File: src/rtl/imem_fetch_ctrl.sv
// imem_fetch_ctrl: program counter owner and registered fetch stage feeding decode through a valid/ready handshake
module imem_fetch_ctrl #(
  parameter logic [31:0] RESET_PC   = 32'h0000_0000,
  parameter int          IMEM_WORDS = 24,
  parameter logic [31:0] NOP_WORD   = 32'h0000_0013
) (
  input  logic        clk,
  input  logic        rst,
  output logic [31:0] instruction_addr,
  input  logic [31:0] instruction_read,
  output logic        if_valid,
  input  logic        if_ready,
  output logic [31:0] if_instr,
  output logic [31:0] if_pc,
  input  logic        redirect_valid,
  input  logic [31:0] redirect_pc,
  input  logic        halt_req,
  output logic        halted,
  output logic        fault,
  output logic [31:0] fault_pc,
  output logic [31:0] fetch_count
);
  typedef enum logic [1:0] {IDLE, RUN, HALT, FAULT} state_t;
  localparam logic [31:0] LIMIT = 32'(IMEM_WORDS * 4);
  state_t state, state_n;
  logic [31:0] pc, pc_n, instr_q, instr_n, ipc_q, ipc_n, fpc_n, cnt_n;
  logic valid_n, free, hs, rd_bad;
  function automatic logic bad(input logic [31:0] a);
    return (a[1:0] != 2'b00) || (a >= LIMIT);
  endfunction
  assign free             = !if_valid || if_ready;
  assign hs               = if_valid && if_ready;
  assign rd_bad           = bad(redirect_pc);
  assign instruction_addr = pc;
  assign if_instr         = if_valid ? instr_q : NOP_WORD;
  assign if_pc            = if_valid ? ipc_q : 32'd0;
  assign halted           = state == HALT;
  assign fault            = state == FAULT;
  always_ff @(posedge clk) begin
    if (rst) begin
      state       <= IDLE;
      pc          <= RESET_PC;
      if_valid    <= 1'b0;
      instr_q     <= NOP_WORD;
      ipc_q       <= 32'd0;
      fault_pc    <= 32'd0;
      fetch_count <= 32'd0;
    end else begin
      state       <= state_n;
      pc          <= pc_n;
      if_valid    <= valid_n;
      instr_q     <= instr_n;
      ipc_q       <= ipc_n;
      fault_pc    <= fpc_n;
      fetch_count <= cnt_n;
    end
  end
  always_comb begin
    state_n = state;
    pc_n    = pc;
    valid_n = if_valid;
    instr_n = instr_q;
    ipc_n   = ipc_q;
    fpc_n   = fault_pc;
    cnt_n   = fetch_count + {31'd0, hs && !(redirect_valid && !rd_bad)};
    case (state)
      IDLE: state_n = RUN;
      RUN:
        if (redirect_valid) begin
          valid_n = 1'b0;
          if (rd_bad) begin
            state_n = FAULT;
            fpc_n   = redirect_pc;
          end else begin
            pc_n    = redirect_pc;
            state_n = halt_req ? HALT : RUN;
          end
        end else if (halt_req) begin
          if (free) begin
            valid_n = 1'b0;
            state_n = HALT;
          end
        end else if (free && bad(pc)) begin
          state_n = FAULT;
          fpc_n   = pc;
          valid_n = 1'b0;
        end else if (free) begin
          instr_n = instruction_read;
          ipc_n   = pc;
          valid_n = 1'b1;
          pc_n    = pc + 32'd4;
        end
      HALT:
        if (redirect_valid && rd_bad) begin
          state_n = FAULT;
          fpc_n   = redirect_pc;
        end else begin
          if (redirect_valid) pc_n = redirect_pc;
          if (!halt_req) state_n = RUN;
        end
      default: ;
    endcase
  end
endmodule

File: config.mk
export PLATFORM = sky130hd
export DESIGN_NAME = imem_fetch_ctrl
export DESIGN_NICKNAME = d
export VERILOG_FILES = /design/src/rtl/imem_fetch_ctrl.sv
export SDC_FILE = /design/constraint.sdc
export NUM_CORES = 1
export LEC_CHECK = 0
export BUFFER_PORTS_ARGS = -buffer_cell sky130_fd_sc_hd__buf_2
export CAP_MARGIN = 20
export CORE_MARGIN = 3
export CORE_UTILIZATION = 35
export DETAILED_ROUTE_END_ITERATION = 12
export GPL_ROUTABILITY_DRIVEN = 0
export PLACE_DENSITY = 0.56
export REMOVE_ABC_BUFFERS = 1
export SYNTH_ARGS = -nofsm -noshare
export SYNTH_HDL_FRONTEND = slang
export SYNTH_SLANG_ARGS = --single-unit
File: constraint.sdc
create_clock -name clk -period 4.84 [get_ports clk]
set_input_delay 0 -clock clk [delete_from_list [all_inputs] [get_ports clk]]
set_output_delay 0 -clock clk [all_outputs]
set_load 0.02 [all_outputs]
==> run summary, run 1 <==
After floorplanning, the core was sized to cover 19100 µm². Setup repair after global routing left no endpoint under its margin. Setup violations remaining at the end of the flow were counted as 0. After filler insertion, the fill cell instance count of the layout stands at 1827.

The summed instance area of the synthesized netlist is 6930 µm². The number of synthesis warnings came out at 0. For this run, the leading register cell type out of synthesis is dfxtp_1. The floorplan step set the die height to 147 µm. The headroom to the max-slew limit came out at 42.0%. The number of DRC violations after detailed-routing iteration 0 came out at 351.

Using the TritonRoute via totals, the vias-per-cell ratio works out to 4.85. Wires add up to 20.5 mm. The worst slack at placement came out at 1.79 ns.

The largest individual stage delay along the critical path comes from the cell dlygate4sd3_1. The layout-stage area growth over the synthesis result came out at 36.9%. The clock insertion delay at the later pin of the skew report came out at 0.42 ns.

The count of flip-flops with a built-in enable after synthesis came out at 0. The number of antenna violations at the first check in global routing is 1. The transition time of the tightest slew-check pin is 0.870 ns. The fraction of synthesis flops using an asynchronous set or reset pin is 0%.

The count of pins on the block boundary is 232. The iteration count of the initial detailed-routing pass came out at 4. The final layout net count came out at 1122. In this run the core area contains 50 standard-cell rows. The fraction of final layout cells sized beyond drive strength 1 came out at 27.0%.

Synthesis instantiated 53 different standard cells from the library. Data arrives at the worst endpoint at 3.44 ns. The final-report max-slew violation count came out at 0. The initial cell density of the core came out at 36.3%.

After layout, the worst setup slack is 1.67 ns. Buffers placed on the I/O ports in this run total 231. The final number of hold-violating endpoints is 0. TritonCTS built the clock tree. By instance count, the cell type seen most on the critical path is nor2_1.

The combined buffer and inverter count along the critical path is 2. The count of nets left with antenna violations once routing finished came out at 0. In this run the worst hold path is classified as in2reg. The number of clock buffers inserted by TritonCTS is 17. Each instance of the synthesized netlist takes up on average 8.92 µm². The sum of net half-perimeters after detailed placement came out at 13.9 mm. The power density relative to cell area came out at 436 nW/µm². The via count of the first global-routing pass is 6251. The highest fanout seen on the critical path came out at 10. CTS placed an instance of clkbuf_16 at the clock tree root. The clock drives 163 sinks. Registers take 3260 µm². The number of flip-flops and latches in the synthesized netlist is 163. In this design, the stage delay of the slowest critical-path cell is 0.55 ns. The final routed wire length divided by cell count came out at 15.6 µm. The worst setup path is launched from an input pin.

The minimum setup slack among reg-to-reg paths came out at 1.78 ns. The run finished with clean final reports. The overall die area came out at 21500 µm². The wire length of the first global-routing pass came out at 33.1 mm. The register clock-pin slew on the reported worst setup and hold paths is 0.07 ns. The cell family contributing the most delay on the critical path is simple AND/OR/NAND/NOR gates.

The multi-input logic area is 3420 µm². The residual DRC count came out at 0. The cell count after synthesis came out at 777. After layout, the minimum clock period comes to 3.17 ns. The number of max-cap violations came out at 0.

The clock arrives with 0.00962 ns of skew. The post-synthesis sequential area ratio came out at 47.1%. The total via count in the routed design came out at 6388. The count of cells resized by post-cts repair is 0. The worst setup path is of the in2reg kind. The post-route clock period utilization came out at 65.5%. The fmax came out at 316 MHz. The share of the core filled with cells is 49.7%.

The maximum VDD drop is 306 µV. The die width came out at 147 µm. At the worst endpoint, the required time is 5.11 ns.

The clock tree synthesis step divided the H-tree into 4 levels. The total global routing track utilization is 18.9%. The finished cells cover 9490 µm². For this run the aggregate overflow at the end of global routing stands at 0. The worst setup path is captured at a flip-flop. The largest net degree at the start of global routing is 75. The total cell area at the placement stage came out at 8280 µm².

Traced cell by cell, the critical path runs through dlygate4sd3_1, buf_2, nor4_1, and4_1, and4_1, nor2_1, ha_1, ha_1, nand4_1, nor2_1, nand4_1, xor2_1, nor2_1. The maximum clock path buffer count came out at 2. The leakage power summed over all cells is 4.13 nW.
==> layout by cell type (no fill, tap or decap), types with 14 or more instances in the layout <==
cell	n
buf_2	230
dfxtp_1	163
and2_1	117
nand2_1	79
nor2_1	71
dlygate4sd3_1	63
nor3_1	40
mux2i_1	37
a311oi_1	31
clkbuf_16	17
nor4_1	16
inv_1	14
xnor2_1	14
==> where the power goes <==
group	internal [mW]	switching (mW)	total, mW
clock network	0.724	0.593	1.32
registers	1.50	0.127	1.63
logic	0.442	0.746	1.19
==> kinds of logic after synthesis <==
logic type	synth area share, %
xor+xnor	2.78
flops	47.1
compound gates	9.70
simple gates	29.5
fa+ha+maj	1.44
buf+inv	3.97
mux	5.51
==> registers in the layout, indices dropped and copies added (netlist names) <==
register          cells
state                 2
if_valid              1
fetch_count          32
instr_q              32
fault_pc             32
instruction_addr     32
ipc_q                32
==> cells in the mapped netlist (2+ instances only) <==
library cell | instances | area, µm²
a21o_1 | 3 | 22.5
or2_2 | 4 | 25.0
a311oi_1 | 32 | 280
nor4_1 | 16 | 100
buf_2 | 7 | 35.0
or4_1 | 4 | 30.0
o22ai_1 | 2 | 12.5
nor2b_1 | 5 | 31.3
and2_1 | 117 | 732
mux2i_1 | 37 | 370
nor2_1 | 72 | 270
nand2b_1 | 8 | 50.1
ha_1 | 8 | 100
inv_1 | 14 | 52.6
xor2_1 | 8 | 70.1
buf_1 | 2 | 7.51
a211oi_1 | 2 | 15.0
and4_1 | 5 | 43.8
buf_4 | 3 | 22.5
or3_1 | 8 | 50.1
nand3_1 | 11 | 55.1
a221oi_1 | 3 | 26.3
a2111oi_0 | 3 | 26.3
a31oi_1 | 4 | 25.0
a21oi_1 | 12 | 60.1
nand4_2 | 2 | 25.0
clkbuf_1 | 42 | 158
and3_1 | 5 | 31.3
o21ai_0 | 13 | 65.1
nand4_1 | 7 | 43.8
nor3_1 | 41 | 205
nand2_1 | 79 | 297
xnor2_1 | 14 | 123
a211o_1 | 3 | 26.3
dfxtp_1 | 163 | 3260
==> worst min-delay path, delay by kind of cell <==
family                 cells  cell delay [ns]
buffers and inverters      1             0.10
AOI/OAI and AO/OA          2             0.19
and+or+nand+nor            1             0.14
==> metal layers <==
metal  up-vias  part of all wire (%)  global-route usage, %  routed length (µm)
met5         -                     0                      0                   0
li1       3215                     -                      -                   -
met3        14                   6.7                   4.94                1370
met1      2954                    44                   24.8                9050
met4         0                  0.94                   4.75                 193
met2       205                    48                   31.3                9920
==> final cells by class <==
class                   instances  share of cell area, %
diodes                          1                 0.0264
clock buffers                  17                   4.48
clock inverters                14                   1.50
inverters                      14                  0.554
multi-input cells             546                   36.0
flip-flops and latches        163                   34.4
well taps                     260                   3.43
repair buffers                303                   19.6
==> final timing paths <==
check,depth (start not counted),end,start
max,13,fetch_count[16]$_SDFF_PP0_,redirect_pc[1]
min,4,fault_pc[3]$_SDFFE_PP0P_,redirect_pc[3]
max reg2reg,8,fault_pc[9]$_SDFFE_PP0P_,state[0]$_SDFFE_PP0P_
min reg2reg,1,ipc_q[17]$_SDFFE_PP0P_,ipc_q[17]$_SDFFE_PP0P_
==> metrics by stage <==
| stage | setup TNS, ns | total power, mW | instances | hold slack, ns |
|---|---|---|---|---|
| after CTS | 0 | 4.18 | 1317 | 0.0412 |
| final | 0 | 4.13 | 1318 | 0.0631 |
| after global placement | 0 | 2.81 | 1223 | 0.201 |
| after detailed placement | 0 | 2.82 | 1223 | 0.207 |
| after global routing | 0 | 4.37 | 1318 | 0.0713 |
| after floorplan | -58.63 | 2.39 | 723 | 0.0691 |
==> repair_timing <==
action                                 in CTS  in global routing
buffers inserted                            0                  0
hold buffers                               63                  0
endpoints found under the hold margin      67                  0
No activity file was read; power rests on OpenSTA's default activity.
==> inputs of run 2 (changes only) <==
--- a/config.mk
+++ b/config.mk
@@ -5,13 +5,14 @@
 export SDC_FILE = /design/constraint.sdc
 export NUM_CORES = 1
 export LEC_CHECK = 0
+export ABC_AREA = 1
 export BUFFER_PORTS_ARGS = -buffer_cell sky130_fd_sc_hd__buf_2
 export CAP_MARGIN = 20
 export CORE_MARGIN = 3
 export CORE_UTILIZATION = 35
 export DETAILED_ROUTE_END_ITERATION = 12
 export GPL_ROUTABILITY_DRIVEN = 0
-export PLACE_DENSITY = 0.56
+export PLACE_DENSITY = 0.57
 export REMOVE_ABC_BUFFERS = 1
 export SYNTH_ARGS = -nofsm -noshare
 export SYNTH_HDL_FRONTEND = slang
==> constraint.sdc (replaced) <==
create_clock -name clk -period 2.5 [get_ports clk]
set_input_delay 0 -clock clk [delete_from_list [all_inputs] [get_ports clk]]
set_output_delay 0 -clock clk [all_outputs]
set_load 0.02 [all_outputs]
==> run summary, run 2 <==
The sequential power share was 36.2% (-3.2 points). The most area-hungry cell type in the Yosys netlist is dfxtp_1. The overall overflow remaining after global route came out at 0 (unchanged).

The leakage power summed over all cells came to 5.95 nW (+44%). The fmax came out at 446 MHz. The final antenna-violating net count is 0 (unchanged). The number of synthesis warnings came out at 0 (unchanged).

The count of flip-flops with a built-in enable after synthesis came out at 0 (unchanged). By instance count, the leading cell after synthesis is nand2_1. In this run the critical register-to-register path is launched from state[1]$_SDFFE_PP0P_. The clock net sink count is 163 (unchanged). The endpoint arrival time on the critical path is 2.54 ns (-0.90 ns). The power density relative to cell area was 878 nW/µm² (+100%).

The post-synthesis sequential area ratio came out at 42.2% (-4.9 points). The cell row count is 53 (+6.0%). The number of antenna violations at the first check in global routing is 1 (unchanged).

The residual DRC count came out at 0 (unchanged). The fraction of power consumed by combinational cells was 36.0% (+7.3 points). The total via count in the routed design is 7711 (+21%).

The min-delay analysis places its worst path in the category in2reg. The share of the core filled with cells is 48.0% (-1.7 points). The die outline height was 155 µm (+5.4%).

The total detailed-routing wirelength came out at 21.9 mm (+6.8%). The largest net degree at the start of global routing was 71 (-5.3%). The fraction of final layout cells sized beyond drive strength 1 came to 22.3% (-4.7 points). The dominant synthesized flop cell is dfxtp_1. The wire length of the first global-routing pass was 35.7 mm (+7.7%). The count of placed standard cells in the final layout, fillers left out came out at 1740 (+32%). In this run the worst setup path begins at redirect_pc[1]. The standard cell core area came to 21400 µm² (+12%). The via-per-instance ratio is 4.43 (-8.6%). The final number of hold-violating endpoints came to 0 (unchanged). The number of distinct library cells after synthesis came to 37 (-30%). The cell count after placement is 1665 (+36%). The switching part of the total is 39.2% (+3.8 points).

In this run the most critical hold path is launched from redirect_pc[29]. The summed instance area of the synthesized netlist came out at 7730 µm² (+12%). The total cell area at the placement stage is 9190 µm² (+11%). The clock share of power came out at 27.9% (-4.0 points). The die width came to 155 µm (+5.4%). The sum of net half-perimeters after detailed placement came out at 15.3 mm (+9.6%). The total global routing track utilization came to 18.1% (-0.82 points). By area the synthesized netlist is led by dfxtp_1, nand2_1, nor2_1, inv_1, nand3_1. The final-report max-slew violation count came out at 0 (unchanged).

The final routed wire length divided by cell count came out at 12.6 µm (-19%). The number of clock buffers inserted by TritonCTS is 17 (unchanged). The fraction of synthesis flops using an asynchronous set or reset pin was 0% (unchanged).

The iteration count of the initial detailed-routing pass is 4 (unchanged). The register clock-pin slew on the reported worst setup and hold paths came to 0.07 ns (about the same). The switching power came to 3.53 mW (+140%). The worst setup path is launched from an input pin. The final-layout setup total negative slack is 0 ns (unchanged). The final setup violation count is 0 (unchanged).

The number of DRC violations after detailed-routing iteration 0 is 374 (+6.6%). Leaving out fill and tap cells, the most frequent cell in the layout is nand2_1. The number of flip-flops and latches in the synthesized netlist is 163 (unchanged). The internal power summed over all cells came to 5.47 mW (+110%). The maximum VDD drop is 417 µV (+36%). The number of instances in the synthesized netlist came out at 1194 (+54%). The highest fanout seen on the critical path is 4 (-6). The worst path needs 2.24 ns of the cycle, external delays included. The count of pins on the block boundary is 232 (unchanged). The post-route clock period utilization is 89.7%.

STA classifies the critical path endpoint as a flip-flop. The layout-stage area growth over the synthesis result came out at 32.4%. The cell at the root of the clock tree is clkbuf_16. The clock insertion delay at the later pin of the skew report came to 0.43 ns (about the same).

The average footprint of a synthesized cell was 6.48 µm² (-27%). The worst path required time came to 2.80 ns (-2.31 ns). The total non-filler cell area in the finished layout came out at 10200 µm² (+8.0%). The final layout net count is 1528 (+36%).

The number of H-tree levels came out at 4 (unchanged). The post-route worst hold slack is 0.0252 ns (-0.0379 ns). The headroom to the max-slew limit is 54.8% (+13 points).

TritonCTS built the clock tree. The initial cell density of the core came out at 36.2% (-0.097 points). The overall die area was 23900 µm² (+11%).

The type of the worst setup path is in2reg. The count of fill cells added during filler insertion is 2218 (+21%). The final clock skew is 0.0193 ns (+0.00963 ns).

In the synthesized netlist, the cells that appear most often are nand2_1, nor2_1, inv_1, dfxtp_1, nand3_1. The area share of the largest cell type after synthesis is 42.2% (-4.9 points). The number of max-cap violations is 0 (unchanged). The maximum clock path buffer count came out at 2 (unchanged). The library cells used most frequently in the layout, excluding fill and tap cells, are nand2_1, nor2_1, buf_2. The flow ran to the end, and the final reports show no timing, DRC or antenna violations. The via count of the first global-routing pass was 7294 (+17%). The transition time of the tightest slew-check pin is 0.678 ns (-0.192 ns).

The count of buffers from port buffering came out at 231 (unchanged).
-- run 2: changes by cell type in the layout (fill, tap and decap cells not counted), sizes merged, moves of 32 or more --
cell	before	now
inv	23	228
nand2	79	266
nor2	73	243
and2	117	0
nand3	11	109
a21oi	12	55
a311oi	32	0
mux2i	37	5
-- run 2: critical path: stages --
cell and delay (ns):
dlygate4sd3_1 0.52, buf_2 0.10, inv_1 0.07, nand2_1 0.07, nor2_1 0.04, nand2_1 0.07
nor2_2 0.05, nand3_2 0.09, and3_1 0.16, ha_2 0.19, nand3_1 0.10, nor2_1 0.15
inv_1 0.09, nor2_2 0.12, nand3_1 0.14, nor2_2 0.22, inv_1 0.10, nor3_1 0.17
nor3_1 0.10
-- run 2: kinds of logic after synthesis --
kind of cell    Yosys count  share of synthesized area (%)
flops                   163                           42.2
simple gates            655                           35.2
compound gates           79                           5.58
buf+inv                 277                           14.3
fa+ha+maj                 8                           1.29
xor+xnor                  7                          0.793
mux                       5                          0.647
-- run 2: timing repair --
action / 4_1_cts / 5_1_grt
hold buffers: 41 / 0
resized for setup: 0 / 17
endpoints found under the setup margin: 0 / 14
endpoints found under the hold margin: 40 / 0
buffers inserted: 0 / 1
-- run 2: cell type report --
type | instances | area [µm²] | area share [%]
Antenna cell | 1 | 2.50 | 0.0244
Clock inverter | 14 | 120 | 1.17
Inverter | 222 | 836 | 8.16
Clock buffer | 18 | 439 | 4.29
Multi-Input combinational cell | 754 | 3450 | 33.7
Timing Repair Buffer | 293 | 1790 | 17.4
Sequential cell | 163 | 3260 | 31.9
Tap cell | 275 | 344 | 3.36
-- run 2: final timing paths --
| check | endpoint | slack, ns | cells past startpoint |
|---|---|---|---|
| worst max-delay path | fetch_count[19]$_SDFF_PP0_ | 0.26 | 19 |
| worst min-delay path | fault_pc[29]$_SDFFE_PP0P_ | 0.03 | 7 |
| worst max register to register | instr_q[4]$_SDFFE_PP1P_ | 0.32 | 10 |
| worst min register to register | ipc_q[18]$_SDFFE_PP0P_ | 0.45 | 2 |
-- run 2: per-stage QoR --
| stage | power (mW) | setup WS, ns |
|---|---|---|
| finish | 9.00 | 0.257 |
| global route | 9.69 | -0.00918 |
| CTS | 9.15 | 0.0586 |
| detailed placement | 6.53 | 0.0713 |
| global placement | 6.51 | 0.146 |
| floorplan | 5.36 | -0.642 |
-- run 2: power by group through the flow --
stage / registers, mW / logic [mW] / clock network (mW)
after detailed placement: 3.32 / 3.21 / 0
after CTS: 3.26 / 3.28 / 2.60
after global routing: 3.32 / 3.66 / 2.71
after global placement: 3.31 / 3.20 / 0
final: 3.26 / 3.23 / 2.51
after floorplan: 3.66 / 1.70 / 0
-- run 2: metal layers --
metal / track usage, % / part of all wire, % / vias up
met2: 29.2 / 45 / 210
met4: 5.59 / 1.5 / 2
met3: 4.90 / 6.6 / 27
met5: 0 / 0.059 / -
met1: 23.7 / 47 / 3372
li1: - / - / 4100
